==> src/rtl/hazard_forward_unit_pkg.sv <==
// Shared encodings for the pipeline hazard and forwarding controller.
package hazard_forward_unit_pkg;

  typedef enum logic [1:0] {
    FWD_RF    = 2'd0,
    FWD_MEMWB = 2'd1,
    FWD_EXMEM = 2'd2
  } fwd_sel_e;

  typedef enum logic [1:0] {
    RUN    = 2'd0,
    STALL  = 2'd1,
    HALTED = 2'd2
  } hfu_state_e;

  // Wide enough for the largest reload value, LOAD_STALL_CYCLES-1 = 2.
  localparam int unsigned BUBBLE_CNT_W = 2;

  typedef struct packed {
    logic pc_stall;
    logic ifid_stall;
    logic idex_bubble;
    logic ifid_flush;
    logic halted;
  } ctrl_t;

endpackage

==> src/rtl/hazard_forward_unit_if.sv <==
// ID-stage hazard bus: pipeline side drives the stage info, the unit answers with controls.
interface hazard_forward_unit_if #(
  parameter int REG_ADDR_W = 2,
  parameter int NUM_SRC    = 2,
  parameter int CNT_W      = 16
);

  logic [NUM_SRC*REG_ADDR_W-1:0] id_rs;
  logic [NUM_SRC-1:0]            id_rs_used;
  logic                          id_jump;
  logic [REG_ADDR_W-1:0]         ex_rd;
  logic                          ex_reg_write;
  logic                          ex_mem_read;
  logic [REG_ADDR_W-1:0]         mem_rd;
  logic                          mem_reg_write;
  logic                          ex_branch_taken;
  logic                          wb_halt;

  logic [NUM_SRC*2-1:0]          fwd_sel;
  logic                          pc_stall;
  logic                          ifid_stall;
  logic                          idex_bubble;
  logic                          ifid_flush;
  logic                          halted;
  logic [CNT_W-1:0]              stall_count;
  logic [CNT_W-1:0]              flush_count;

  modport master (
    output id_rs, id_rs_used, id_jump, ex_rd, ex_reg_write, ex_mem_read,
           mem_rd, mem_reg_write, ex_branch_taken, wb_halt,
    input  fwd_sel, pc_stall, ifid_stall, idex_bubble, ifid_flush, halted,
           stall_count, flush_count
  );

  modport slave (
    input  id_rs, id_rs_used, id_jump, ex_rd, ex_reg_write, ex_mem_read,
           mem_rd, mem_reg_write, ex_branch_taken, wb_halt,
    output fwd_sel, pc_stall, ifid_stall, idex_bubble, ifid_flush, halted,
           stall_count, flush_count
  );

endinterface

==> src/rtl/hazard_forward_unit_fwd_select.sv <==
// Per-source comparator: forwarding select and load-use hit for one ID operand.
module hazard_forward_unit_fwd_select
  import hazard_forward_unit_pkg::*;
#(
  parameter int REG_ADDR_W = 2
) (
  input  logic [REG_ADDR_W-1:0] i_rs,
  input  logic                  i_rs_used,
  input  logic [REG_ADDR_W-1:0] i_ex_rd,
  input  logic                  i_ex_reg_write,
  input  logic                  i_ex_mem_read,
  input  logic [REG_ADDR_W-1:0] i_mem_rd,
  input  logic                  i_mem_reg_write,
  output fwd_sel_e              o_sel,
  output logic                  o_load_use
);

  logic w_ex_hit;
  logic w_mem_hit;

  // Register 0 is ordinary storage here, so no zero-index exclusion.
  assign w_ex_hit   = i_rs_used && i_ex_reg_write  && (i_rs == i_ex_rd);
  assign w_mem_hit  = i_rs_used && i_mem_reg_write && (i_rs == i_mem_rd);
  assign o_load_use = w_ex_hit && i_ex_mem_read;

  always_comb begin
    // NOTE: default first so every path assigns o_sel and no latch is inferred.
    o_sel = FWD_RF;
    if (w_ex_hit) begin
      o_sel = FWD_EXMEM;
    end else if (w_mem_hit) begin
      o_sel = FWD_MEMWB;
    end
  end

endmodule

==> src/rtl/hazard_forward_unit.sv <==
// Hazard/forwarding controller beside ID: registered forwarding selects, load-use
// bubbles, branch/jump flushes, HLT freeze and saturating statistics.
module hazard_forward_unit
  import hazard_forward_unit_pkg::*;
#(
  parameter int REG_ADDR_W        = 2,
  parameter int NUM_SRC           = 2,
  parameter int LOAD_STALL_CYCLES = 1,
  parameter int CNT_W             = 16
) (
  input logic                  clk,
  input logic                  reset,
  hazard_forward_unit_if.slave bus
);

  localparam logic [BUBBLE_CNT_W-1:0] STALL_RELOAD = BUBBLE_CNT_W'(LOAD_STALL_CYCLES - 1);
  localparam logic [BUBBLE_CNT_W-1:0] BUBBLE_ONE   = BUBBLE_CNT_W'(1);
  localparam logic [CNT_W-1:0]        CNT_ONE      = CNT_W'(1);

  logic [NUM_SRC-1:0][1:0]  w_sel;
  logic [NUM_SRC-1:0]       w_load_use_src;
  logic                     w_load_use;
  logic                     w_fwd_kill;
  logic                     w_stall_evt;
  ctrl_t                    w_ctrl;

  hfu_state_e               r_state;
  hfu_state_e               w_state_nxt;
  logic [BUBBLE_CNT_W-1:0]  r_bubble_cnt;
  logic [BUBBLE_CNT_W-1:0]  w_bubble_cnt_nxt;
  logic [NUM_SRC*2-1:0]     r_fwd_sel;
  logic [CNT_W-1:0]         r_stall_count;
  logic [CNT_W-1:0]         r_flush_count;

  for (genvar k = 0; k < NUM_SRC; k++) begin : g_src
    hazard_forward_unit_fwd_select #(
      .REG_ADDR_W(REG_ADDR_W)
    ) u_fwd_select (
      .i_rs           (bus.id_rs[k*REG_ADDR_W +: REG_ADDR_W]),
      .i_rs_used      (bus.id_rs_used[k]),
      .i_ex_rd        (bus.ex_rd),
      .i_ex_reg_write (bus.ex_reg_write),
      .i_ex_mem_read  (bus.ex_mem_read),
      .i_mem_rd       (bus.mem_rd),
      .i_mem_reg_write(bus.mem_reg_write),
      .o_sel          (w_sel[k]),
      .o_load_use     (w_load_use_src[k])
    );
  end

  assign w_load_use = |w_load_use_src;

  always_ff @(posedge clk or posedge reset) begin
    if (reset) begin
      r_state      <= RUN;
      r_bubble_cnt <= '0;
    end else begin
      // NOTE: sequential state is updated with non-blocking assignments only.
      r_state      <= w_state_nxt;
      r_bubble_cnt <= w_bubble_cnt_nxt;
    end
  end

  always_comb begin
    w_state_nxt      = r_state;
    w_bubble_cnt_nxt = r_bubble_cnt;
    case (r_state)
      RUN: begin
        // The hazard cycle itself is the first bubble; STALL supplies the rest.
        if (!bus.ex_branch_taken && w_load_use && (LOAD_STALL_CYCLES > 1)) begin
          w_state_nxt      = STALL;
          w_bubble_cnt_nxt = STALL_RELOAD;
        end
      end
      STALL: begin
        if (bus.ex_branch_taken || (r_bubble_cnt <= BUBBLE_ONE)) begin
          w_state_nxt      = RUN;
          w_bubble_cnt_nxt = '0;
        end else begin
          w_bubble_cnt_nxt = r_bubble_cnt - BUBBLE_ONE;
        end
      end
      default: ;
    endcase
    if (bus.wb_halt) begin
      w_state_nxt      = HALTED;
      w_bubble_cnt_nxt = '0;
    end
  end

  always_comb begin
    w_ctrl      = '0;
    w_stall_evt = 1'b0;
    case (r_state)
      RUN: begin
        if (bus.ex_branch_taken) begin
          w_ctrl.ifid_flush  = 1'b1;
          w_ctrl.idex_bubble = 1'b1;
        end else if (w_load_use) begin
          w_ctrl.pc_stall    = 1'b1;
          w_ctrl.ifid_stall  = 1'b1;
          w_ctrl.idex_bubble = 1'b1;
          w_stall_evt        = 1'b1;
        end else if (bus.id_jump) begin
          w_ctrl.ifid_flush  = 1'b1;
        end
      end
      STALL: begin
        if (bus.ex_branch_taken) begin
          w_ctrl.ifid_flush  = 1'b1;
          w_ctrl.idex_bubble = 1'b1;
        end else begin
          w_ctrl.pc_stall    = 1'b1;
          w_ctrl.ifid_stall  = 1'b1;
          w_ctrl.idex_bubble = 1'b1;
          w_stall_evt        = 1'b1;
        end
      end
      HALTED: begin
        w_ctrl.pc_stall    = 1'b1;
        w_ctrl.ifid_stall  = 1'b1;
        w_ctrl.idex_bubble = 1'b1;
        w_ctrl.halted      = 1'b1;
      end
      default: ;
    endcase
  end

  // A bubbled or flushed ID slot never reaches EX, so its select is dropped.
  assign w_fwd_kill = w_ctrl.idex_bubble | w_ctrl.ifid_flush;

  always_ff @(posedge clk or posedge reset) begin
    if (reset) begin
      r_fwd_sel <= '0;
    end else begin
      for (int k = 0; k < NUM_SRC; k++) begin
        r_fwd_sel[k*2 +: 2] <= w_fwd_kill ? FWD_RF : w_sel[k];
      end
    end
  end

  always_ff @(posedge clk or posedge reset) begin
    if (reset) begin
      r_stall_count <= '0;
      r_flush_count <= '0;
    end else begin
      if (w_stall_evt && (r_stall_count != '1)) begin
        r_stall_count <= r_stall_count + CNT_ONE;
      end
      if (w_ctrl.ifid_flush && (r_flush_count != '1)) begin
        r_flush_count <= r_flush_count + CNT_ONE;
      end
    end
  end

  assign bus.fwd_sel     = r_fwd_sel;
  assign bus.pc_stall    = w_ctrl.pc_stall;
  assign bus.ifid_stall  = w_ctrl.ifid_stall;
  assign bus.idex_bubble = w_ctrl.idex_bubble;
  assign bus.ifid_flush  = w_ctrl.ifid_flush;
  assign bus.halted      = w_ctrl.halted;
  assign bus.stall_count = r_stall_count;
  assign bus.flush_count = r_flush_count;

endmodule

==> src/flat_wrapper.sv <==
// flat-port wrapper written by rule: the top's interface ports become plain ports
module hazard_forward_unit_flat import hazard_forward_unit_pkg::*;
#(
  parameter int REG_ADDR_W        = 2,
  parameter int NUM_SRC           = 2,
  parameter int LOAD_STALL_CYCLES = 1,
  parameter int CNT_W             = 16
)
  (clk, reset, bus_id_rs, bus_id_rs_used, bus_id_jump, bus_ex_rd, bus_ex_reg_write, bus_ex_mem_read, bus_mem_rd, bus_mem_reg_write, bus_ex_branch_taken, bus_wb_halt, bus_fwd_sel, bus_pc_stall, bus_ifid_stall, bus_idex_bubble, bus_ifid_flush, bus_halted, bus_stall_count, bus_flush_count);
  hazard_forward_unit_if #(.REG_ADDR_W(REG_ADDR_W), .NUM_SRC(NUM_SRC), .CNT_W(CNT_W)) bus_i ();
  input logic clk;
  input logic reset;
  input wire logic [$bits(bus_i.id_rs)-1:0] bus_id_rs;
  input wire logic [$bits(bus_i.id_rs_used)-1:0] bus_id_rs_used;
  input wire logic [$bits(bus_i.id_jump)-1:0] bus_id_jump;
  input wire logic [$bits(bus_i.ex_rd)-1:0] bus_ex_rd;
  input wire logic [$bits(bus_i.ex_reg_write)-1:0] bus_ex_reg_write;
  input wire logic [$bits(bus_i.ex_mem_read)-1:0] bus_ex_mem_read;
  input wire logic [$bits(bus_i.mem_rd)-1:0] bus_mem_rd;
  input wire logic [$bits(bus_i.mem_reg_write)-1:0] bus_mem_reg_write;
  input wire logic [$bits(bus_i.ex_branch_taken)-1:0] bus_ex_branch_taken;
  input wire logic [$bits(bus_i.wb_halt)-1:0] bus_wb_halt;
  output wire logic [$bits(bus_i.fwd_sel)-1:0] bus_fwd_sel;
  output wire logic [$bits(bus_i.pc_stall)-1:0] bus_pc_stall;
  output wire logic [$bits(bus_i.ifid_stall)-1:0] bus_ifid_stall;
  output wire logic [$bits(bus_i.idex_bubble)-1:0] bus_idex_bubble;
  output wire logic [$bits(bus_i.ifid_flush)-1:0] bus_ifid_flush;
  output wire logic [$bits(bus_i.halted)-1:0] bus_halted;
  output wire logic [$bits(bus_i.stall_count)-1:0] bus_stall_count;
  output wire logic [$bits(bus_i.flush_count)-1:0] bus_flush_count;
  assign bus_i.id_rs = bus_id_rs;
  assign bus_i.id_rs_used = bus_id_rs_used;
  assign bus_i.id_jump = bus_id_jump;
  assign bus_i.ex_rd = bus_ex_rd;
  assign bus_i.ex_reg_write = bus_ex_reg_write;
  assign bus_i.ex_mem_read = bus_ex_mem_read;
  assign bus_i.mem_rd = bus_mem_rd;
  assign bus_i.mem_reg_write = bus_mem_reg_write;
  assign bus_i.ex_branch_taken = bus_ex_branch_taken;
  assign bus_i.wb_halt = bus_wb_halt;
  assign bus_fwd_sel = bus_i.fwd_sel;
  assign bus_pc_stall = bus_i.pc_stall;
  assign bus_ifid_stall = bus_i.ifid_stall;
  assign bus_idex_bubble = bus_i.idex_bubble;
  assign bus_ifid_flush = bus_i.ifid_flush;
  assign bus_halted = bus_i.halted;
  assign bus_stall_count = bus_i.stall_count;
  assign bus_flush_count = bus_i.flush_count;
  hazard_forward_unit #(.REG_ADDR_W(REG_ADDR_W), .NUM_SRC(NUM_SRC), .LOAD_STALL_CYCLES(LOAD_STALL_CYCLES), .CNT_W(CNT_W)) u_core (.clk(clk), .reset(reset), .bus(bus_i));
endmodule
==> config.mk <==
export PLATFORM = sky130hd
export DESIGN_NAME = hazard_forward_unit_flat
export DESIGN_NICKNAME = d
export VERILOG_FILES = /design/src/rtl/hazard_forward_unit_pkg.sv /design/src/rtl/hazard_forward_unit_if.sv /design/src/rtl/hazard_forward_unit_fwd_select.sv /design/src/rtl/hazard_forward_unit.sv /design/src/flat_wrapper.sv
export SDC_FILE = /design/constraint.sdc
export NUM_CORES = 1
export LEC_CHECK = 0
export ABC_AREA = 1
export BUFFER_PORTS_ARGS = -buffer_cell sky130_fd_sc_hd__buf_2
export CELL_PAD_IN_SITES_DETAIL_PLACEMENT = 0
export CELL_PAD_IN_SITES_GLOBAL_PLACEMENT = 2
export CORE_ASPECT_RATIO = 1.4
export CORE_MARGIN = 2
export CORE_UTILIZATION = 26
export DETAILED_ROUTE_END_ITERATION = 8
export PLACE_DENSITY = 0.77
export SYNTH_ARGS = -nofsm -noshare
export SYNTH_HDL_FRONTEND = slang
export SYNTH_SLANG_ARGS = --single-unit
export TNS_END_PERCENT = 1
==> constraint.sdc <==
create_clock -name clk -period 1.46 [get_ports clk]
set_input_delay 0.073 -clock clk [delete_from_list [all_inputs] [get_ports clk]]
set_output_delay 0.073 -clock clk [all_outputs]
set_load 0.05 [all_outputs]
==> flow_summary.ini <==
[min_path]
hp-class = input port to register

[route]
first_iter_violations = 94
drtPass1Iterations = 4
viasPerCell = 4.552
drc = 0
antenna_left = 0
routed_wl_um = 7125
vias = 2467
routedWlPerCell_um = 13.15

[power_and_ir_drop]
leakagePower_nw = 1.795
power_density_nw_per_um2 = 684.4
power.total_mw = 2.421
ir_worst_vdd_uv = 476.5

[layout]
synthToLayoutAreaGrowth_pct = 46.86
fillers = 955
multi_input_area_um2 = 1469
antenna_cells = 0
layout.nets = 454
drive_gt1_share_pct = 41.38
layoutNonFillerInstCount = 542
regArea_um2 = 964.7

[timing]
tightest_slew_ns = 0.5296
rsz0062_at_grt = true
fin_hold_ws_ns = 0.1270
max-slew-margin-rel_pct = 64.69
final.setup.tns_ns = 0
fin_crit_sh_pct = 98.08
slew_viol_final = 0
fin_worst_skew_ns = 0.006297
period_needed_ns = 1.432
max_freq_mhz = 698.3
hold_viol = 0
setup_slack_ns = 0.02802
setup_viol = 0

[clock_network]
cts_made_buffers = 5
cts_root_buf = clkbuf_16
clkTransAtPathRegs_ns = 0.06
cts_sinks = 37
clk_latency_ns = 0.29
htree_levels = 2
cts_tree = done
clock_path_buffers = 2

[worst_setup_path]
slowest_stage = dfrtp_2
crit_family = simple AND/OR/NAND/NOR gates
crit_required_ns = 1.64
max_stage_delay_ns = 0.41
worst-setup-path-type = register to register
path_max_fanout = 7
critPathArrivalTime_ns = 1.61
crit_path_end_kind = register
cp-start-kind = register
crit_chain = ha_4 > nand3_4 > nor2_4 > nand4_4 > buf_6 > nand4_1 > nand2_1
cp_num_buf_inv = 1

[synthesis]
yosys.area.top_type = dfrtp_1
netlist_instances = 333
yosys-top-cells-area = dfrtp_1 38%, nand2_1 18%, nand4_1 6.5%
ys_warn_count = 0
netlist_area_um2 = 2409
yosysMostFrequentCell = nand2_1
syn_avg_cell_area_um2 = 7.233
synth_seq_area_share_pct = 38.44
async_flop_share_pct = 100.0
synthTopCellsByCount = 117 x nand2_1, 37 x dfrtp_1, 32 x inv_1, 30 x nor2_1, 28 x nand3_1
synth_top_area_share_pct = 38.44
synth_flop_cell = dfrtp_1
synth_cell_types = 30
synth_nets = 353
synth_edf_count = 0
synth-seq-cells = 37

[global_routing]
grt_pass1_wl_um = 11440
grt_usage_pct = 14.38
grt_overflow = 0
antenna_found_initial = 0
grt_max_degree = 38
grt_pass1_vias = 2426

[floorplanning]
initial_utilization_pct = 26.68
die_area_um2 = 10060
io_pins = 59
rows = 41
die_x_um = 85.35
design.core.area_um2 = 9029
die_h_um = 117.9

[place]
place_inst = 529
gp_congestion = 0.7902
port-buffer-count = 58
preCtsSetupSlack_ns = -0.06700
dp.final_hpwl_um = 5378

[run]
maxCapViolCount = 0

[status]
status = finished clean
[metal layers]
layer	track usage [%]	share of wire [%]	vias up
li1	-	-	1276
met1	16.43	42	1138
met2	25.73	53	46
met3	3.015	3.6	7
met4	5.357	1.6	0
met5	0	0	-
[stage by stage]
step,cell area (um^2),util (%)
2_1_floorplan,2490,-
4_1_cts,3390,37.54
3_3_place_gp,3176,35.17
6_report,3537,39.18
3_5_place_dp,3176,35.17
5_1_grt,3537,39.18
[worst register-to-register path, stage by stage (launching register included)]
cell and delay [ns]:
dfrtp_2 0.41, ha_4 0.18, nand3_4 0.09, nor2_4 0.14
nand4_4 0.18, buf_6 0.19, nand4_1 0.08, nand2_1 0.06
[final timing paths]
kind                                                   startpoint                                     end  slack, ns  cells past startpoint
max reg2reg                 u_core.bus.flush_count[0]$_DFFE_PP0P_   u_core.bus.flush_count[9]$_DFFE_PP0P_       0.03                      7
min reg2reg                u_core.bus.stall_count[15]$_DFFE_PP0P_  u_core.bus.stall_count[15]$_DFFE_PP0P_       0.49                      2
max in group asynchronous                                   reset           u_core.r_state[1]$_DFFE_PP0P_       0.60                      4
min                                                 bus_mem_rd[0]         u_core.bus.fwd_sel[0]$_DFF_PP0_       0.13                      4
max                         u_core.bus.flush_count[0]$_DFFE_PP0P_   u_core.bus.flush_count[9]$_DFFE_PP0P_       0.03                      7
min in group asynchronous                                   reset         u_core.bus.fwd_sel[3]$_DFF_PP0_       0.45                      4
[layout make-up]
cell class                      count  area share [%]
Tap cell                          107           3.785
Sequential cell                    37           27.27
Multi-Input combinational cell    252           41.53
Clock inverter                      1          0.1415
Inverter                           35           3.785
Clock buffer                        7           4.316
Timing Repair Buffer              103           19.17
[cells in the final DEF, fill, tap and decap left out, types with 3 or more instances in the layout]
cell type | synthesis | routed
inv_2 | 2 | 3
nor3_2 | 0 | 3
xor2_1 | 11 | 11
dfrtp_2 | 0 | 28
clkbuf_16 | 0 | 5
nor2_2 | 2 | 5
buf_4 | 3 | 39
nand4_4 | 1 | 3
nor2_4 | 1 | 5
nand3_1 | 28 | 26
nand2_2 | 1 | 9
dfrtp_1 | 37 | 8
buf_6 | 1 | 4
nand4_1 | 25 | 25
xnor2_1 | 11 | 11
nor2_1 | 30 | 23
buf_2 | 3 | 56
inv_1 | 32 | 31
nand2_1 | 117 | 108
a21oi_1 | 7 | 5
[repair_timing]
action,in CTS,in global routing
hold endpoints to repair,38,0
hold buffers,2,0
gates resized for setup,8,33
endpoints found under the setup margin,14,35
pin swaps,0,21
buffers inserted,0,3
[state kept, by name (all words and copies together) (netlist names)]
register and cells:
u_core.r_state 1, u_core.bus.flush_count 16, u_core.bus.stall_count 16, u_core.bus.fwd_sel 4
[where the power goes]
group	internal, mW	total, mW	switching [mW]
combinational	0.0732	0.197	0.123
sequential	1.03	1.05	0.0122
clock	0.724	1.18	0.454
total	1.83	2.42	0.590
[kinds of logic after synthesis]
kind of cell | share of synthesized area [%]
AND/OR/NAND/NOR | 41.97
buffers and inverters | 7.792
flip-flops | 38.44
XOR/XNOR | 8.000
AO/OA/AOI/OAI | 2.754
adder cells (fa/ha/maj) | 1.039
Note: power is estimated with default switching activity, not from simulation.
